### config.mk
export PLATFORM = sky130hd
export DESIGN_NAME = axis_fifo_sync
export DESIGN_NICKNAME = d
export VERILOG_FILES = /design/src/rtl/axis_fifo_sync.sv
export SDC_FILE = /design/constraint.sdc
export NUM_CORES = 1
export LEC_CHECK = 0
export ABC_AREA = 1
export ABC_CLOCK_PERIOD_IN_PS = 8900
export BUFFER_PORTS_ARGS = -buffer_cell sky130_fd_sc_hd__buf_2
export CORE_UTILIZATION = 50
export DETAILED_ROUTE_END_ITERATION = 16
export PLACE_DENSITY = 0.66
export SLEW_MARGIN = 10
export SYNTH_ARGS = -nofsm -noshare
export SYNTH_HDL_FRONTEND = slang
export SYNTH_SLANG_ARGS = --single-unit
### constraint.sdc
create_clock -name aclk -period 8.9 [get_ports aclk]
set_input_delay 0.445 -clock aclk [delete_from_list [all_inputs] [get_ports aclk]]
set_output_delay 0.445 -clock aclk [all_outputs]
set_load 0.02 [all_outputs]
### src/rtl/axis_fifo_sync.sv
// ============================================================================
// axis_fifo_sync -- single-clock AXI4-Stream FIFO, first-word fall-through.
// Optional packet mode: `define AXIS_FIFO_PKT_MODE_EN
// Revision: 1.0
// ============================================================================
`default_nettype none

module axis_fifo_sync #(
  parameter int AXIS_DATA_WIDTH = 32,
  parameter int FIFO_DEPTH      = 16
) (
  input  logic                                aclk,
  input  logic                                areset,
  input  logic                                s_tvalid,
  output logic                                s_tready,
  input  logic [AXIS_DATA_WIDTH-1:0]          s_tdata,
  input  logic [AXIS_DATA_WIDTH/8-1:0]        s_tstrb,
  input  logic                                s_tlast,
  output logic                                m_tvalid,
  input  logic                                m_tready,
  output logic [AXIS_DATA_WIDTH-1:0]          m_tdata,
  output logic [AXIS_DATA_WIDTH/8-1:0]        m_tstrb,
  output logic                                m_tlast,
  output logic [$clog2(FIFO_DEPTH):0]         level
);

  localparam int STRB_W  = AXIS_DATA_WIDTH / 8;
  localparam int AW      = $clog2(FIFO_DEPTH);
  localparam int ENTRY_W = AXIS_DATA_WIDTH + STRB_W + 1;
  localparam logic [AW:0] PTR_ONE = {{AW{1'b0}}, 1'b1};

  logic [AW:0]         wr_ptr;
  logic [AW:0]         rd_ptr;
  logic                ready_en;
  logic                full;
  logic                empty;
  logic                push;
  logic                pop;
  logic [ENTRY_W-1:0]  mem [FIFO_DEPTH];
  logic [ENTRY_W-1:0]  head;

  // Pointers carry one extra wrap bit so full and empty are distinguishable.
  assign full  = (wr_ptr[AW] != rd_ptr[AW]) && (wr_ptr[AW-1:0] == rd_ptr[AW-1:0]);
  assign empty = (wr_ptr == rd_ptr);

  // ready_en keeps s_tready low until the first edge after reset release.
  assign s_tready = ready_en && !full;
  assign push     = s_tvalid && s_tready;
  assign pop      = m_tvalid && m_tready;

  assign head = mem[rd_ptr[AW-1:0]];
  assign {m_tdata, m_tstrb, m_tlast} = head;

  assign level = wr_ptr - rd_ptr;

  always_ff @(posedge aclk or posedge areset) begin
    if (areset) begin
      wr_ptr   <= '0;
      rd_ptr   <= '0;
      ready_en <= 1'b0;
    end else begin
      ready_en <= 1'b1;
      if (push) wr_ptr <= wr_ptr + PTR_ONE;
      if (pop)  rd_ptr <= rd_ptr + PTR_ONE;
    end
  end

  // Storage is not reset; contents are only observed while m_tvalid is high.
  always_ff @(posedge aclk) begin
    if (push) mem[wr_ptr[AW-1:0]] <= {s_tdata, s_tstrb, s_tlast};
  end

`ifdef AXIS_FIFO_PKT_MODE_EN
  logic [AW:0] pkt_count;
  logic        pkt_inc;
  logic        pkt_dec;

  assign pkt_inc = push && s_tlast;
  assign pkt_dec = pop && m_tlast;

  always_ff @(posedge aclk or posedge areset) begin
    if (areset) begin
      pkt_count <= '0;
    end else if (pkt_inc && !pkt_dec) begin
      pkt_count <= pkt_count + PTR_ONE;
    end else if (pkt_dec && !pkt_inc) begin
      pkt_count <= pkt_count - PTR_ONE;
    end
  end

  // The full term releases packets longer than the FIFO so they cannot deadlock.
  assign m_tvalid = !empty && ((pkt_count != '0) || full);
`else
  assign m_tvalid = !empty;
`endif

endmodule

`default_nettype wire

---- Word-level counts from Yosys, hierarchy flattened ----
Memory sizes are Yosys's and may differ from the RTL's.
Cells that the tools add are included.
storage, ports and cells
  bits of input ports ..................... 41
  bits in writable memories ............... 592
  memories ................................ 1
  word-level logic and storage cells ...... 18
  bits in registers ....................... 11
cells by class
  reductions and logical operators ........ 6
  mux-type cells .......................... 2
  $add $sub $neg .......................... 3
  equality and inequality tests ........... 3
memory list
  name  words  bits a word  rd ports  clocked after Yosys merged registers in  wr ports  RTL line  RTL
  mem   16     37           1         0                                        1         39        logic [ENTRY_W-1:0] mem [FIFO_DEPTH];
operator list
  cell                 number
  $add 5x1->5 const B  2
  $eq 5x5->1           1
  $sub 5x5->5          1
  $eq 4x4->1           1
  $logic_and 1x1->1    4
  $logic_not 1->1      2
  $mux 1               2
  $ne 1x1->1           1

---- Longest topological paths before layout ----
  depth after elaboration ................. 7
  mapped depth ............................ 12

---- Worst setup path before layout ----
OpenSTA, ideal clock, no wires.
  kind .................................... reg-to-reg
  from .................................... register rd_ptr[1]
  to ...................................... memory mem[10][0] (netlist name), enable pin
  stages on the path, launching flop included .. 12
  slack ................................... 5.203 ns
  period minus slack after synthesis ...... 3.697 ns
  buffers on the path ..................... 4
  arrival ................................. 3.266 ns
  cell sequence ........................... dfrtp_1 > buf_2 > inv_2 > buf_4 > buf_2 > ha_1 > nand2_1 > nor2_2 > nand2_1 > nand3_2 > buf_2 > nor2_1
between the ends
  cells in the longest elaborated chain, start to end .. 7
ends and longest elaborated chain
  element                       RTL line  RTL
  start: declaration            33        logic [AW:0] rd_ptr;
  start signal: assignment      64        if (pop) rd_ptr <= rd_ptr + PTR_ONE;
  $eq 4x4->1                    43        assign full = (wr_ptr[AW] != rd_ptr[AW]) && (wr_ptr[AW-1:0] == rd_ptr[AW-1:0]);
  $logic_and 1x1->1             43
  $logic_not 1->1               47        assign s_tready = ready_en && !full;
  $logic_and 1x1->1             47
  $logic_and 1x1->1             48        assign push = s_tvalid && s_tready;
  $mux 1                        70        if (push) mem[wr_ptr[AW-1:0]] <= {s_tdata, s_tstrb, s_tlast};
  $mux 1 (implied by the code)  70
  end: declaration              39
Every way passes these cells.

---- Final worst setup path ----
  from .................................... register rd_ptr[1]
  to ...................................... memory mem[7][13] (netlist name), enable pin
Same word-level chain as after synthesis.

==> impl_results.md <==
- Outcome: complete, no violations
- Startpoint of the worst-slack reg-to-reg timing path: rd_ptr[1]$_DFFE_PP0P_
- Cell count after placement: 3332
- PD cells: 299 mW/mm^2
- Final Max Slew Viols: 0
- Cells after Synth: 2655
- Maximum buffer depth of the clock tree: 3
- Final design instance area without fill: 0.0295 sq mm
- Worst slew pin tran: 1.16 ns
- DRT antenna net count: 0
- Setup bufs post-CTS: 0
- Final critical-path setup slack: 3.54 ns
- Routability-driven placement congestion ratio: 0.767
- Logic depth of the worst register-to-register path: 8
- Slack of the worst reg-to-reg path: 3.54 ns
- Synthesized area per cell: 10.0 sq um
- Count of final hold-check violations: 0
- Ys Warns: 0
- Max-cap violations: 0
- Logic gate share of total power: 0.339
- Final Routed Wirelength: 60400 um
- Total power after layout: 8820 uW
- Number of antenna violations at the first check in global routing: 1
- Number of top-level pins: 85
- CP Max Fanout: 81
- Clock Latency Late Sink: 0.62 ns
- Total negative setup slack: 0 ns
- Global-route wire length before repair: 93900 um
- Residual DRC: 0
- Die outline area: 0.0541 sq mm
- Post-layout net count: 2758
- Switching power: 3300 uW
- Sequential area share after synthesis: 0.679
- Type of element capturing the critical path: register
- Unrepaired setup endpoints after global routing: no
- Starting density of the core: 0.506
- Largest net degree at the start of global routing: 125
- Via Count: 17500
- Clock tree root driver cell: clkbuf_16
- Mean routed wirelength per cell: 17.5 um
- TritonCTS buffer count: 60
- Path type of the worst setup path: register to register
- Combined global-route utilization of all metal layers: 0.228
- Synth Net Count: 2706
- Layout Cells excl Fill: 3440
- Number of cell rows: 84
- Core Region: 0.0526 sq mm
- Clock Skew: 0.0174 ns
- Detailed placement HPWL: 31000 um
- Critical path data required time: 9.17 ns
- H-Tree Level Count: 2
- Mapped Area: 0.0266 sq mm
- Data arrival at the endpoint of the critical path: 5.63 ns
- Final global-route overflow total: 0
- Max Clk Rate: 0.187 GHz
- Internal power consumption: 5520 uW
- Critical path launch point: rd_ptr[1]$_DFFE_PP0P_
- Y dimension of the die: 233 um
- Clock transition time at the flip-flop clock pins of the worst setup and hold paths: 0.06 ns
- Clock power frac: 0.276
- Placement-stage cell area: 0.0276 sq mm
- CP Capture Point: mem[7][13]$_DFFE_PP_
- 1st-iter DRT viols: 1425
- Vias in the first global route: 17100
- Library cells used by synthesis: 26
- Path category of the worst min-delay check: primary input to register
- Minimum clock period after layout: 5.36 ns
- Portion of total power attributed to sequential cells: 0.385
- TritonCTS sink count: 603
- Fin crit share: 0.602
- Layout-stage area growth over the synthesis result: 10.8%
- Reg2Reg Capture Point: mem[7][13]$_DFFE_PP_
- Startpoint types: register
- Total of flip-flops plus latches after synthesis: 603
- Filler Cell Count: 4405
- CTS tree: yes
- Number of detailed-route iterations in the first pass: 5
- Final count of negative-setup-slack endpoints: 0
- Number of I/O port buffers: 84
- Worst voltage drop across the vdd grid: 0.280 mV
- Worst rel slew slack: 0.230
- Leakage dissipation: 0.0131 uW
- Total of cells resized after clock tree synthesis: 0
- Post-place setup slack: 3.55 ns
- Die boundary width: 233 um
- Switching part of the total: 0.374
- Antenna Diode Count: 0
- Worst hold start: s_tvalid
- Layout cell share with drive strength beyond 1: 0.0770
- Post-DR vias/cell: 5.08
==> metal layers <==
| metal | track usage | routed length [um] | vias up |
|---|---|---|---|
| met1 | 0.312 | 26600 | 8375 |
| met4 | 0.0770 | 1640 | 2 |
| met5 | 0 | 16 | - |
| met3 | 0.0343 | 3580 | 119 |
| li1 | - | - | 8464 |
| met2 | 0.372 | 28600 | 530 |
==> power by group through the flow <==
stage	logic, uW	registers [uW]	clock network (uW)
2_1_floorplan	2220	3360	0
3_3_place_gp	2960	3450	0
3_5_place_dp	2990	3460	0
4_1_cts	3010	3400	2470
5_1_grt	3320	3410	2580
6_report	2990	3400	2430
==> worst min path at each step <==
| stage | end | slack, ns | cells past startpoint |
|---|---|---|---|
| floorplan | rd_ptr[0]$_DFFE_PP0P_ | 0.30 | 1 |
| global placement | rd_ptr[3]$_DFFE_PP0P_ | 0.47 | 2 |
| detailed placement | rd_ptr[3]$_DFFE_PP0P_ | 0.48 | 2 |
| CTS | wr_ptr[3]$_DFFE_PP0P_ | 0.11 | 3 |
| global route | wr_ptr[4]$_DFFE_PP0P_ | 0.14 | 3 |
| finish | wr_ptr[3]$_DFFE_PP0P_ | 0.14 | 3 |
==> synthesized netlist by cell type <==
library cell	number	area (sq um)
nand2_1	930	3490
edfxtp_1	592	17800
inv_1	566	2120
nand3_1	374	1870
buf_2	78	390
nor2_1	19	71.3
buf_4	17	128
clkbuf_1	17	63.8
dfrtp_1	11	275
ha_1	9	113
xor2_1	9	78.8
buf_1	6	22.5
nand4_1	5	31.3
o21ai_0	4	20.0
buf_6	3	33.8
a21oi_1	2	10.0
inv_2	2	7.51
nor2_2	2	12.5
xnor2_1	2	17.5
a21boi_0	1	7.51
a21boi_1	1	7.51
conb_1	1	3.75
fa_1	1	20.0
inv_4	1	6.26
nand3_2	1	10.0
nand3b_1	1	7.51
==> repair_timing <==
item	CTS	global route
hold endpoints to repair	11	0
endpoints found under the setup margin	0	0
hold buffers	1	0
==> cells by family after synthesis <==
kind of cell / synth area share
xor+xnor: 0.00362
other cells: 0.000141
compound gates: 0.00169
fa+ha+maj: 0.00499
simple gates: 0.207
flops: 0.679
buf+inv: 0.104
==> registers in the layout, summed over array words and instances (netlist names) <==
| name | flops |
|---|---|
| mem | 592 |
| wr_ptr | 5 |
| rd_ptr | 5 |
| ready_en | 1 |
==> layout make-up <==
type / count / area, sq um / share of cell area
sequential: 603 / 18100 / 0.613
multi-input combinational: 1362 / 5900 / 0.200
inverter: 569 / 2150 / 0.0728
clock buffer: 76 / 1600 / 0.0544
tap: 688 / 861 / 0.0292
timing repair buffer: 111 / 626 / 0.0212
clock inverter: 31 / 274 / 0.00930
==> layout by cell type, fill, tap and decap left out, drive strengths merged <==
master,n
o21ai,4
inv,569
buf,110
edfxtp,592
xor2,9
xnor2,2
conb,1
nand2,930
clkinvlp,2
a21oi,2
nor2,21
ha,9
clkinv,24
a21boi,2
fa,1
clkbuf,76
bufinv,5
nand3b,1
dlygate4sd3,1
nand3,375
nand4,5
dfrtp,11
==> worst max-delay path, cell delays in order, from the launching register on <==
cell	delay, ns
dfrtp_4	1.18
inv_4	0.63
ha_1	0.54
nand2_1	0.10
nor2_2	0.05
nand2_1	0.17
nand3_2	0.74
nor2_4	0.95
buf_4	0.47
==> metrics by stage <==
stage / utilization / hold slack (ns)
2_1_floorplan: - / 0.297
3_3_place_gp: 0.525 / 0.466
3_5_place_dp: 0.525 / 0.476
4_1_cts: 0.561 / 0.107
5_1_grt: 0.561 / 0.141
6_report: 0.561 / 0.140
(Power assumes the default switching activity.)
